===== config.mk =====
export PLATFORM = sky130hd
export DESIGN_NAME = controlador_cache
export DESIGN_NICKNAME = d
export VERILOG_FILES = /design/src/rtl/controlador_cache.sv
export SDC_FILE = /design/constraint.sdc
export NUM_CORES = 1
export LEC_CHECK = 0
export CAP_MARGIN = 25
export CORE_UTILIZATION = 57
export DETAILED_ROUTE_END_ITERATION = 8
export PLACE_DENSITY = 0.85
export SYNTH_ARGS = -nofsm -noshare
export SYNTH_HDL_FRONTEND = slang
export SYNTH_SLANG_ARGS = --single-unit

===== constraint.sdc =====
create_clock -name clk -period 8.31 [get_ports clk]
set_input_delay 1.662 -clock clk [delete_from_list [all_inputs] [get_ports clk]]
set_output_delay 1.662 -clock clk [all_outputs]
set_load 0.02 [all_outputs]

===== src/rtl/controlador_cache.sv =====
// Direct-mapped, write-through / write-allocate cache controller in front of a one-word-per-line data block.
// Optional statistics counters are enabled with the CACHE_STATS_EN macro.
module controlador_cache #(
  parameter int ADDR_W = 10,
  parameter int LINES  = 64
) (
  input  logic              clk,
  input  logic              gen_reset,
  input  logic              cpu_req,
  input  logic              cpu_we,
  input  logic [ADDR_W-1:0] cpu_addr,
  input  logic [31:0]       cpu_wdata,
  output logic              cpu_ready,
  output logic              cpu_resp,
  output logic [31:0]       cpu_rdata,
  output logic              cache_write_enable,
  output logic              cache_read_enable,
  output logic [ADDR_W-1:0] cache_adress,
  output logic [31:0]       cache_data_in,
  input  logic [31:0]       cache_data_out,
  output logic              mem_req,
  output logic              mem_we,
  output logic [ADDR_W-1:0] mem_addr,
  output logic [31:0]       mem_wdata,
  input  logic              mem_ack,
  input  logic [31:0]       mem_rdata,
  output logic [15:0]       hit_count,
  output logic [15:0]       miss_count
);

  localparam int IDX_W = $clog2(LINES);
  localparam int TAG_W = ADDR_W - IDX_W;

  typedef enum logic [2:0] {IDLE, LOOKUP, READ_WAIT, MEM_RD, MEM_WR} state_t;

  state_t             state_q;
  logic [ADDR_W-1:0]  addr_q;
  logic [31:0]        wdata_q;
  logic               we_q;
  logic [LINES-1:0]   valid_q;
  logic [TAG_W-1:0]   tag_q [LINES];

  logic [IDX_W-1:0]   idx;
  logic [TAG_W-1:0]   tag;
  logic               hit;
  logic               fill;

  assign idx  = addr_q[IDX_W-1:0];
  assign tag  = addr_q[ADDR_W-1:IDX_W];
  assign hit  = valid_q[idx] && (tag_q[idx] == tag);
  // A line is (re)allocated on every write lookup and on every read-miss fill.
  assign fill = ((state_q == LOOKUP) && we_q) || ((state_q == MEM_RD) && mem_ack);

  always_ff @(posedge clk) begin
    if (gen_reset) begin
      state_q <= IDLE;
      addr_q  <= '0;
      wdata_q <= '0;
      we_q    <= 1'b0;
      valid_q <= '0;
    end else begin
      if (fill) valid_q[idx] <= 1'b1;
      case (state_q)
        IDLE: begin
          if (cpu_req) begin
            addr_q  <= cpu_addr;
            wdata_q <= cpu_wdata;
            we_q    <= cpu_we;
            state_q <= LOOKUP;
          end
        end
        LOOKUP: begin
          if (we_q)     state_q <= MEM_WR;
          else if (hit) state_q <= READ_WAIT;
          else          state_q <= MEM_RD;
        end
        READ_WAIT: state_q <= IDLE;
        MEM_RD:    if (mem_ack) state_q <= IDLE;
        MEM_WR:    if (mem_ack) state_q <= IDLE;
        default:   state_q <= IDLE;
      endcase
    end
  end

  // Tag array carries no reset; the valid bits alone qualify its contents.
  always_ff @(posedge clk) begin
    if (fill) tag_q[idx] <= tag;
  end

  always_comb begin
    cpu_ready          = (state_q == IDLE);
    cpu_resp           = 1'b0;
    cpu_rdata          = '0;
    cache_write_enable = 1'b0;
    cache_read_enable  = 1'b0;
    cache_adress       = addr_q;
    cache_data_in      = wdata_q;
    mem_req            = 1'b0;
    mem_we             = 1'b0;
    mem_addr           = addr_q;
    mem_wdata          = wdata_q;
    case (state_q)
      LOOKUP: begin
        cache_write_enable = we_q;
        cache_read_enable  = !we_q && hit;
      end
      READ_WAIT: begin
        cpu_resp  = 1'b1;
        cpu_rdata = cache_data_out;
      end
      MEM_RD: begin
        mem_req = 1'b1;
        if (mem_ack) begin
          cache_write_enable = 1'b1;
          cache_data_in      = mem_rdata;
          cpu_resp           = 1'b1;
          cpu_rdata          = mem_rdata;
        end
      end
      MEM_WR: begin
        mem_req  = 1'b1;
        mem_we   = 1'b1;
        cpu_resp = mem_ack;
      end
      default: ;
    endcase
  end

`ifdef CACHE_STATS_EN
  logic [15:0] hit_cnt_q;
  logic [15:0] miss_cnt_q;

  always_ff @(posedge clk) begin
    if (gen_reset) begin
      hit_cnt_q  <= '0;
      miss_cnt_q <= '0;
    end else if ((state_q == LOOKUP) && !we_q) begin
      if (hit && (hit_cnt_q != 16'hFFFF))   hit_cnt_q  <= hit_cnt_q + 16'd1;
      if (!hit && (miss_cnt_q != 16'hFFFF)) miss_cnt_q <= miss_cnt_q + 16'd1;
    end
  end

  assign hit_count  = hit_cnt_q;
  assign miss_count = miss_cnt_q;
`else
  assign hit_count  = '0;
  assign miss_count = '0;
`endif

endmodule


==> flow_metrics.py, run 1 <==
metrics = {
    "placement": {
        "io_buffers": 232,
        "place_congestion": 0.904,
        "preCtsSetupSlack_ns": 2.29,
        "dp_hpwl_um": 30200,
    },
    "die": {
        "dieWidth_um": 168,
        "start_util": 0.581,
        "die_area_um2": 28200,
        "die_y_um": 168,
        "row_count": 60,
        "coreArea_um2": 27000,
        "io-pin-count": 265,
    },
    "global_routing": {
        "grt_max_degree": 70,
        "grt_pass1_wl_um": 65900,
        "grt_antenna_before_repair": 2,
        "grt_usage": 0.317,
        "grt_pass1_vias": 10900,
        "grt-ovfl-total": 0,
    },
    "detailed_routing": {
        "drc_errors": 0,
        "wl_per_cell_um": 25.4,
        "vias": 11100,
        "drtIter0Drc": 1445,
        "via_per_inst": 6.25,
        "routed_wl_um": 44900,
        "drt.antenna.violating_nets": 0,
        "dr.pass1.iters": 6,
    },
    "yosys": {
        "seq_area_frac_synth": 0.637,
        "yosys-top-cells-area": "edfxtp_1, dfxtp_1, mux4_2, nor2_1, mux2_2",
        "synth_top_cell_by_area": "edfxtp_1",
        "synthDistinctLibCells": 55,
        "synth-async-reset-ratio": 0,
        "ys_ff_latch": 372,
        "synth_area_per_cell_um2": 13.2,
        "synth_top_area_frac": 0.489,
        "syn-instance-count": 1193,
        "synth_edf_count": 256,
        "synth_area_um2": 15700,
        "synth_top_flop_cell": "edfxtp_1",
        "ys_warn_count": 0,
    },
    "power_and_ir_drop": {
        "p_switching_mw": 1.07,
        "p_int_mw": 3.27,
        "pwr-share-comb": 0.132,
        "p_sw_frac": 0.247,
        "clkPwrFrac": 0.391,
        "p_per_area_nw_per_um2": 225,
        "leakagePower_nw": 6.59,
        "irDropWorstVdd_uv": 138,
        "p_total_mw": 4.34,
        "seqPwrFrac": 0.477,
    },
    "clock_network": {
        "cts_resized": 0,
        "clock_path_buffers": 3,
        "postCtsSetupBuffers": 0,
        "cts_tree": "built",
        "cts_hold_buf": 0,
        "clk_latency_ns": 0.52,
        "clockRootBuffer": "clkbuf_16",
        "cts_made_buffers": 38,
        "htreeDepth": 2,
        "clk_pin_slew_ns": 0.06,
        "cts.sinks": 372,
    },
    "sta": {
        "whs_ns": 0.470,
        "setup_tns_ns": 0,
        "clock.fmax_mhz": 156,
        "fin_crit_sh": 0.773,
        "fin_worst_skew_ns": 0.0216,
        "slew_violations": 0,
        "fin_crit_ns": 6.42,
        "rsz0062_at_grt": "false",
        "finalHoldViolCount": 0,
        "finalSetupViolations": 0,
        "tightest_slew_ns": 1.03,
        "final.setup.worst_slack_ns": 1.89,
        "slew_headroom": 0.307,
    },
    "final_layout": {
        "drive_above_1_share": 0.143,
        "nets": 1508,
        "n_fill_cell": 1687,
        "final_util": 0.716,
        "areaGrowthSynthToFinish_pct": 23.1,
    },
    "setup_path": {
        "critPathMaxFanout": 25,
        "reg2reg_slack_ns": 4.55,
        "endpoint": "cache_read_enable",
        "worst-r2r-cell-count": 9,
        "r2r-end": "state_q[0]$_SDFFE_PP0P_",
        "worstPathRequired_ns": 6.65,
        "cp_data_arrival_time_ns": 4.76,
        "crit_type": "reg -> out",
        "end_kind": "primary output",
        "critPathLaunchType": "flip-flop",
    },
    "run_status": {
        "status": "completed",
    },
    "run": {
        "maxCapViolCount": 0,
    },
    "min_path": {
        "hp-class": "reg -> reg",
    },
}
[sequential cells by signal, indices dropped and copies added (netlist names), named ones only]
signal        count
cache_adress     10
mem_wdata        32
state_q           3
tag_q           256
valid_q          64
we_q              1
[stage by stage]
stage / area (um2) / std cells
4_1_cts: 19300 / 1766
3_3_place_gp: 18100 / 1697
5_1_grt: 19300 / 1769
3_5_place_dp: 18100 / 1697
2_1_floorplan: 15800 / 1224
6_report: 19300 / 1769
[cells in the final DEF (no fill, tap or decap), drive strengths merged, types with 4 or more instances in the layout]
cell type	instances
a21o	4
a21oi	59
a221oi	4
a22o	34
a22oi	8
buf	20
clkbuf	57
clkdlybuf4s50	231
clkinv	10
conb	32
dfxtp	116
edfxtp	256
inv	8
mux2	54
mux2i	48
mux4	51
nand2	120
nand2b	7
nand3	14
nand3b	4
nand4	4
nor2	176
nor2b	11
nor3	14
nor4	5
o21ai	7
o21ba	13
o22ai	7
or2	4
or3	5
xor2	4
[critical path: stages, from the launching register on]
cell	delay, ns
dfxtp_2	0.86
buf_4	0.42
mux4_2	0.55
mux2i_1	0.22
nor3_1	0.08
nor4_1	0.69
mux2i_1	0.23
xnor2_1	0.20
nand2_1	0.10
nor3_1	0.19
clkdlybuf4s50_1	0.67
[synthesized netlist by cell type, types with 5 or more instances]
library cell and n:
dfxtp_1 116, o21ai_0 7, o22ai_1 7, a21oi_1 59
inv_1 6, nor2_1 176, o21ba_2 13, mux2_2 54
edfxtp_1 256, buf_4 45, nand2b_1 7, mux4_2 46
buf_2 12, nor3_1 14, mux2i_1 48, clkbuf_1 57
mux4_1 5, nor2b_1 11, a22o_1 34, a22oi_1 8
nand2_1 120, or3_1 5, nand3_1 14
[layout make-up]
| class | count | area (um2) | area share |
|---|---|---|---|
| antenna | 2 | 5.00 | 0.000259 |
| clock buffer | 56 | 1090 | 0.0564 |
| clock inverter | 13 | 144 | 0.00744 |
| inverter | 8 | 30.0 | 0.00155 |
| multi-input combinational | 725 | 5160 | 0.267 |
| sequential | 372 | 10000 | 0.518 |
| tap | 341 | 427 | 0.0221 |
| timing repair buffer | 252 | 2470 | 0.128 |
[power by group through the flow]
| stage | sequential [mW] | combinational (mW) | clock [mW] |
|---|---|---|---|
| final | 2.07 | 0.574 | 1.70 |
| after global routing | 2.07 | 0.600 | 1.77 |
| after CTS | 2.07 | 0.567 | 1.70 |
| after detailed placement | 2.11 | 0.562 | 0 |
| after global placement | 2.11 | 0.555 | 0 |
| after floorplan | 2.11 | 0.319 | 0 |
[logic make-up (layout without fill, tap and decap cells)]
logic type             count (synthesis)  after routing  synth area share
AO/OA/AOI/OAI                        160            160            0.0718
XOR/XNOR                               6              6           0.00335
buffers and inverters                127            329            0.0425
flip-flops                           372            372             0.637
multiplexers                         153            153             0.144
other                                  1             34          0.000239
AND/OR/NAND/NOR                      374            374             0.101
[metal layers]
metal,GRT usage,vias up,share of wire
met2,0.506,869,0.47
met4,0.176,0,0.061
met3,0.0710,177,0.11
met5,0,-,0
met1,0.405,5286,0.36
li1,-,4724,-
[how the worst min path moves through the flow]
stage | start | cells after the start | slack [ns] | endpoint
after floorplan | valid_q[17]$_SDFFE_PP0P_ | 2 | 0.43 | valid_q[17]$_SDFFE_PP0P_
after global placement | valid_q[43]$_SDFFE_PP0P_ | 2 | 0.44 | valid_q[43]$_SDFFE_PP0P_
after detailed placement | valid_q[62]$_SDFFE_PP0P_ | 2 | 0.46 | valid_q[62]$_SDFFE_PP0P_
after CTS | valid_q[62]$_SDFFE_PP0P_ | 2 | 0.47 | valid_q[62]$_SDFFE_PP0P_
after global routing | valid_q[62]$_SDFFE_PP0P_ | 2 | 0.49 | valid_q[62]$_SDFFE_PP0P_
final | valid_q[45]$_SDFFE_PP0P_ | 2 | 0.47 | valid_q[45]$_SDFFE_PP0P_
Note: power is estimated with default switching activity, not from simulation.
==> run 2: changes to the inputs <==
--- a/config.mk
+++ b/config.mk
@@ -6,9 +6,9 @@
 export NUM_CORES = 1
 export LEC_CHECK = 0
 export CAP_MARGIN = 25
-export CORE_UTILIZATION = 57
+export CORE_UTILIZATION = 53
 export DETAILED_ROUTE_END_ITERATION = 8
-export PLACE_DENSITY = 0.85
+export PLACE_DENSITY = 0.8
 export SYNTH_ARGS = -nofsm -noshare
 export SYNTH_HDL_FRONTEND = slang
 export SYNTH_SLANG_ARGS = --single-unit
==> constraint.sdc (replaced) <==
create_clock -name clk -period 6.3 [get_ports clk]
set_input_delay 1.26 -clock clk [delete_from_list [all_inputs] [get_ports clk]]
set_output_delay 1.26 -clock clk [all_outputs]
set_load 0.02 [all_outputs]
==> run 2 against run 1 <==
Effect of this change: cell area up 0.40%; sequential share of layout area down 0.21 points; count of clock-buffer cells in the layout down 4; register-to-register slack worse by 1.9 ns; routed wire length up 1.8%; worst setup slack worse by 1.5 ns; sequential power up 32%; combinational power up 36%; clock power up 28%; first-iteration DRC count down 10%; flip-flop and latch count unchanged; hold slack worse by 0.0093 ns; critical path type unchanged; largest cell class unchanged; largest power group unchanged.
==> flow_metrics.py, run 2 (synthesis gave the netlist of run 1 again) <==
metrics = {
    "setup_path": {
        "end_kind": "primary output",
        "endpoint": "cache_read_enable",
        "reg2reg_slack_ns": 2.64,
        "worstPathRequired_ns": 5.04,
        "cp_data_arrival_time_ns": 4.68,
        "critPathMaxFanout": 27,
        "critPathLaunchType": "flip-flop",
        "r2r-end": "state_q[0]$_SDFFE_PP0P_",
        "crit_type": "reg -> out",
        "worst-r2r-cell-count": 9,
    },
    "power_and_ir_drop": {
        "clkPwrFrac": 0.384,
        "p_total_mw": 5.69,
        "seqPwrFrac": 0.480,
        "p_switching_mw": 1.45,
        "pwr-share-comb": 0.137,
        "leakagePower_nw": 6.58,
        "irDropWorstVdd_uv": 179,
        "p_sw_frac": 0.254,
        "p_int_mw": 4.24,
        "p_per_area_nw_per_um2": 293,
    },
    "sta": {
        "tightest_slew_ns": 1.03,
        "rsz0062_at_grt": "false",
        "fin_worst_skew_ns": 0.00918,
        "finalSetupViolations": 0,
        "setup_tns_ns": 0,
        "fin_crit_ns": 5.94,
        "clock.fmax_mhz": 168,
        "fin_crit_sh": 0.943,
        "slew_violations": 0,
        "slew_headroom": 0.296,
        "whs_ns": 0.461,
        "finalHoldViolCount": 0,
    },
    "placement": {
        "postPlaceCellArea_um2": 18200,
        "dp_hpwl_um": 30800,
        "place_congestion": 0.911,
        "dp.cells": 1744,
        "io_buffers": 232,
    },
    "global_routing": {
        "grt_antenna_before_repair": 0,
        "grt_usage": 0.302,
        "grt_max_degree": 68,
        "grt_pass1_wl_um": 67700,
        "grt_pass1_vias": 10900,
        "grt-ovfl-total": 0,
    },
    "clock_network": {
        "cts_tree": "built",
        "cts_made_buffers": 38,
        "cts_hold_buf": 0,
        "clockRootBuffer": "clkbuf_16",
        "htreeDepth": 2,
        "clock_path_buffers": 3,
        "clk_pin_slew_ns": 0.06,
        "clk_latency_ns": 0.53,
        "cts.sinks": 372,
        "cts_resized": 0,
        "postCtsSetupBuffers": 0,
    },
    "die": {
        "die_area_um2": 30300,
        "die_y_um": 174,
        "dieWidth_um": 174,
        "row_count": 62,
        "io-pin-count": 265,
        "coreArea_um2": 28900,
        "start_util": 0.543,
    },
    "final_layout": {
        "areaGrowthSynthToFinish_pct": 23.6,
        "final_cells": 1815,
        "top_register": "tag_q",
        "nets": 1513,
        "drive_above_1_share": 0.147,
        "final_common_cell": "edfxtp_1",
        "design_area_um2": 19400,
        "largest_reg_flops": 256,
        "diodes": 0,
        "mostFrequentLayoutCells": "edfxtp_1, clkdlybuf4s50_1, nor2_1, nand2_1, dfxtp_1",
    },
    "detailed_routing": {
        "via_per_inst": 6.13,
        "drtIter0Drc": 1295,
        "drc_errors": 0,
        "drt.antenna.violating_nets": 0,
        "wl_per_cell_um": 25.2,
        "dr.pass1.iters": 6,
        "vias": 11100,
        "routed_wl_um": 45700,
    },
    "run_status": {
        "status": "completed",
    },
    "run": {
        "maxCapViolCount": 0,
    },
    "min_path": {
        "hp-class": "reg -> reg",
    },
}
## run 2: cell types whose count changed in the layout (fill, tap and decap cells not counted), sizes merged
cell / delta
clkbuf: -3
clkinvlp: +5
diode: -2
buf: +4
bufinv: -1
## run 2: worst min-delay path by stage
stage                                         from  slack [ns]                  endpoint  cells past startpoint
final                     valid_q[12]$_SDFFE_PP0P_        0.46  valid_q[12]$_SDFFE_PP0P_                      2
after global routing      valid_q[39]$_SDFFE_PP0P_        0.49  valid_q[39]$_SDFFE_PP0P_                      1
after CTS                 valid_q[12]$_SDFFE_PP0P_        0.47  valid_q[12]$_SDFFE_PP0P_                      2
after detailed placement  valid_q[12]$_SDFFE_PP0P_        0.45  valid_q[12]$_SDFFE_PP0P_                      2
after global placement     valid_q[2]$_SDFFE_PP0P_        0.45   valid_q[2]$_SDFFE_PP0P_                      2
after floorplan           valid_q[17]$_SDFFE_PP0P_        0.43  valid_q[17]$_SDFFE_PP0P_                      2
## run 2: final cells by class
type | instances | area, um2
multi-input combinational | 725 | 5160
timing repair buffer | 257 | 2540
clock buffer | 52 | 1030
clock inverter | 17 | 159
fill | 1951 | 9520
tap | 384 | 480
sequential | 372 | 10000
inverter | 8 | 30.0
## run 2: power groups by stage
stage / clock network (mW) / registers (mW) / logic [mW]
final: 2.18 / 2.73 / 0.778
after global routing: 2.27 / 2.73 / 0.813
after detailed placement: 0 / 2.78 / 0.761
after global placement: 0 / 2.78 / 0.752
after CTS: 2.18 / 2.73 / 0.767
after floorplan: 0 / 2.78 / 0.420
## run 2: critical path, cell delays in order, from the launching register on
cell and delay (ns):
dfxtp_2 0.90, buf_12 0.25, nor2b_1 0.06, a2111oi_0 0.89, nor3_1 0.21, nor4_2 0.24
xor2_1 0.17, o22ai_1 0.11, a211o_1 0.37, nor3_1 0.22, clkdlybuf4s50_1 0.71
## run 2: metrics by stage
stage / util / setup WS, ns
4_1_cts: 0.670 / 0.484
3_3_place_gp: 0.629 / 1.26
3_5_place_dp: 0.629 / 1.04
6_report: 0.671 / 0.357
2_1_floorplan: - / 2.26
5_1_grt: 0.671 / 0.299
## run 2: per-layer routing
layer	GRT usage	part of all wire	vias to the layer above
met5	0	0	-
met4	0.121	0.042	0
met3	0.0805	0.12	134
met2	0.482	0.47	857
met1	0.392	0.37	5389
li1	-	-	4739
==> run 3: changes to the inputs <==
--- a/config.mk
+++ b/config.mk
@@ -6,9 +6,10 @@
 export NUM_CORES = 1
 export LEC_CHECK = 0
 export CAP_MARGIN = 25
-export CORE_UTILIZATION = 53
+export CORE_UTILIZATION = 63
 export DETAILED_ROUTE_END_ITERATION = 8
-export PLACE_DENSITY = 0.8
+export DONT_BUFFER_PORTS = 1
+export PLACE_DENSITY = 0.79
 export SYNTH_ARGS = -nofsm -noshare
 export SYNTH_HDL_FRONTEND = slang
 export SYNTH_SLANG_ARGS = --single-unit
==> run 3 against run 2 <==
Effect of this change: clock skew is 0.0081 ns higher; via count is 8.1% lower; register-to-register slack better by 0.12 ns; routed wire length shrank 10%; die area decreased by 16%; worst setup slack gained 0.37 ns; power down 5.8%; flip-flop and latch count is the same; sequential share of layout area rose by 7.7 points; sequential power is 2% higher; highest routed layer unchanged; largest cell class unchanged; critical path type unchanged; core utilization is 2.2 points higher.
==> flow_metrics.py, run 3 (synthesis gave the netlist of run 1 again) <==
metrics = {
    "final_layout": {
        "top_register": "tag_q",
        "mostFrequentLayoutCells": "edfxtp_1, nor2_1, nand2_1, dfxtp_1, a21oi_1",
        "areaGrowthSynthToFinish_pct": 7.65,
        "largest_reg_flops": 256,
        "final_util": 0.693,
        "drive_above_1_share": 0.169,
        "diodes": 0,
        "n_fill_cell": 1643,
        "nets": 1272,
        "final_common_cell": "edfxtp_1",
    },
    "detailed_routing": {
        "drtIter0Drc": 1406,
        "vias": 10200,
        "drc_errors": 0,
        "routed_wl_um": 40900,
        "via_per_inst": 6.75,
        "drt.antenna.violating_nets": 0,
        "wl_per_cell_um": 27.0,
        "dr.pass1.iters": 9,
    },
    "sta": {
        "tightest_slew_ns": 1.01,
        "fin_crit_sh": 0.885,
        "finalSetupViolations": 0,
        "slew_violations": 0,
        "setup_tns_ns": 0,
        "rsz0062_at_grt": "false",
        "clock.fmax_mhz": 179,
        "slew_headroom": 0.324,
        "finalHoldViolCount": 0,
        "fin_worst_skew_ns": 0.0173,
        "fin_crit_ns": 5.57,
    },
    "clock_network": {
        "cts.sinks": 372,
        "clk_latency_ns": 0.52,
        "cts_made_buffers": 36,
        "cts_hold_buf": 0,
        "cts_tree": "built",
        "clock_path_buffers": 3,
        "clockRootBuffer": "clkbuf_16",
        "cts_resized": 0,
        "clk_pin_slew_ns": 0.06,
        "postCtsSetupBuffers": 0,
        "htreeDepth": 2,
    },
    "run": {
        "maxCapViolCount": 0,
    },
    "min_path": {
        "hold_path_end": "valid_q[63]$_SDFFE_PP0P_",
        "worstHoldPathCells": 2,
        "holdCritStartpoint": "valid_q[63]$_SDFFE_PP0P_",
        "hp-class": "reg -> reg",
    },
    "power_and_ir_drop": {
        "leakagePower_nw": 5.69,
        "p_per_area_nw_per_um2": 317,
        "irDropWorstVdd_uv": 300,
    },
    "die": {
        "coreArea_um2": 24400,
        "die_area_um2": 25600,
        "row_count": 57,
        "start_util": 0.644,
        "io-pin-count": 265,
        "die_y_um": 160,
        "dieWidth_um": 160,
    },
    "placement": {
        "dp_hpwl_um": 26200,
        "io_buffers": 0,
        "place_congestion": 0.930,
    },
    "global_routing": {
        "grt-ovfl-total": 0,
        "grt_pass1_vias": 9747,
        "grt_max_degree": 111,
        "grt_antenna_before_repair": 1,
        "grt_usage": 0.315,
        "grt_pass1_wl_um": 59700,
    },
    "setup_path": {
        "end_kind": "primary output",
        "reg2reg_slack_ns": 2.76,
        "cp_data_arrival_time_ns": 4.31,
        "critPathTopFamily": "simple AND/OR/NAND/NOR gates",
        "worst-r2r-cell-count": 8,
        "critPathBufInv": 0,
        "crit_type": "reg -> out",
        "slowest_delay_ns": 0.98,
        "critPathLaunchType": "flip-flop",
        "worstPathRequired_ns": 5.04,
        "slowest_stage": "dfxtp_4",
        "critPathMaxFanout": 55,
        "crit_chain": "mux4_1, mux2_2, and3_4, nor4_2, xor2_1, o22ai_1, a211o_1, nor3_1",
        "r2r-end": "state_q[0]$_SDFFE_PP0P_",
    },
    "run_status": {
        "status": "completed",
    },
}
## run 3: cell count changes in the layout (fill, tap and decap cells not counted), sizes merged, moves of 3 or more
| cell | delta |
|---|---|
| clkinvlp | -5 |
| clkbuf | -3 |
| clkinv | +6 |
| clkdlybuf4s50 | -231 |
| buf | -8 |
## run 3: metal layers
metal	wire length, um	track usage	vias up
met5	0	0	-
met4	1770	0.127	0
met3	5170	0.0777	145
met2	18700	0.476	839
met1	15300	0.444	4979
li1	-	-	4255
## run 3: tightest hold or removal path, delay by kind of cell (launching register included)
kind             cells  cell delay (ns)
DFF                  1             0.32
and+or+nand+nor      2             0.12
## run 3: where the power goes
part | switching [mW] | leakage [nW] | internal, mW
Sequential | 0.121 | 3.33 | 2.66
Clock | 0.888 | 0.569 | 1.20
Combinational | 0.323 | 1.80 | 0.172
## run 3: stage by stage
| step | cell area [um2] | std cells | hold slack (ns) | power (mW) | setup slack (ns) |
|---|---|---|---|---|---|
| 6_report | 16900 | 1513 | 0.467 | 5.36 | 0.727 |
| 3_5_place_dp | 15700 | 1445 | 0.456 | 3.31 | 1.28 |
| 2_1_floorplan | 15800 | 1224 | 0.435 | 3.20 | 2.26 |
| 4_1_cts | 16900 | 1511 | 0.472 | 5.34 | 0.736 |
| 5_1_grt | 16900 | 1513 | 0.489 | 5.49 | 0.611 |
| 3_3_place_gp | 15700 | 1444 | 0.445 | 3.30 | 1.32 |
## run 3: worst max-delay path by stage
stage,to,cells after the start,from
floorplan,cache_read_enable,9,flip-flop
global route,cache_read_enable,8,flip-flop
detailed placement,cache_read_enable,8,flip-flop
global placement,cache_read_enable,8,flip-flop
CTS,cache_read_enable,8,flip-flop
finish,cache_read_enable,8,flip-flop
## run 3: area by class of cell
type                       count  area, um2  area share
clock buffer                  50       1040      0.0613
multi-input combinational    725       5160       0.305
timing repair buffer          18        148     0.00873
clock inverter                16        110     0.00651
sequential                   372      10000       0.593
inverter                       8       30.0     0.00178
tap                          324        405      0.0240
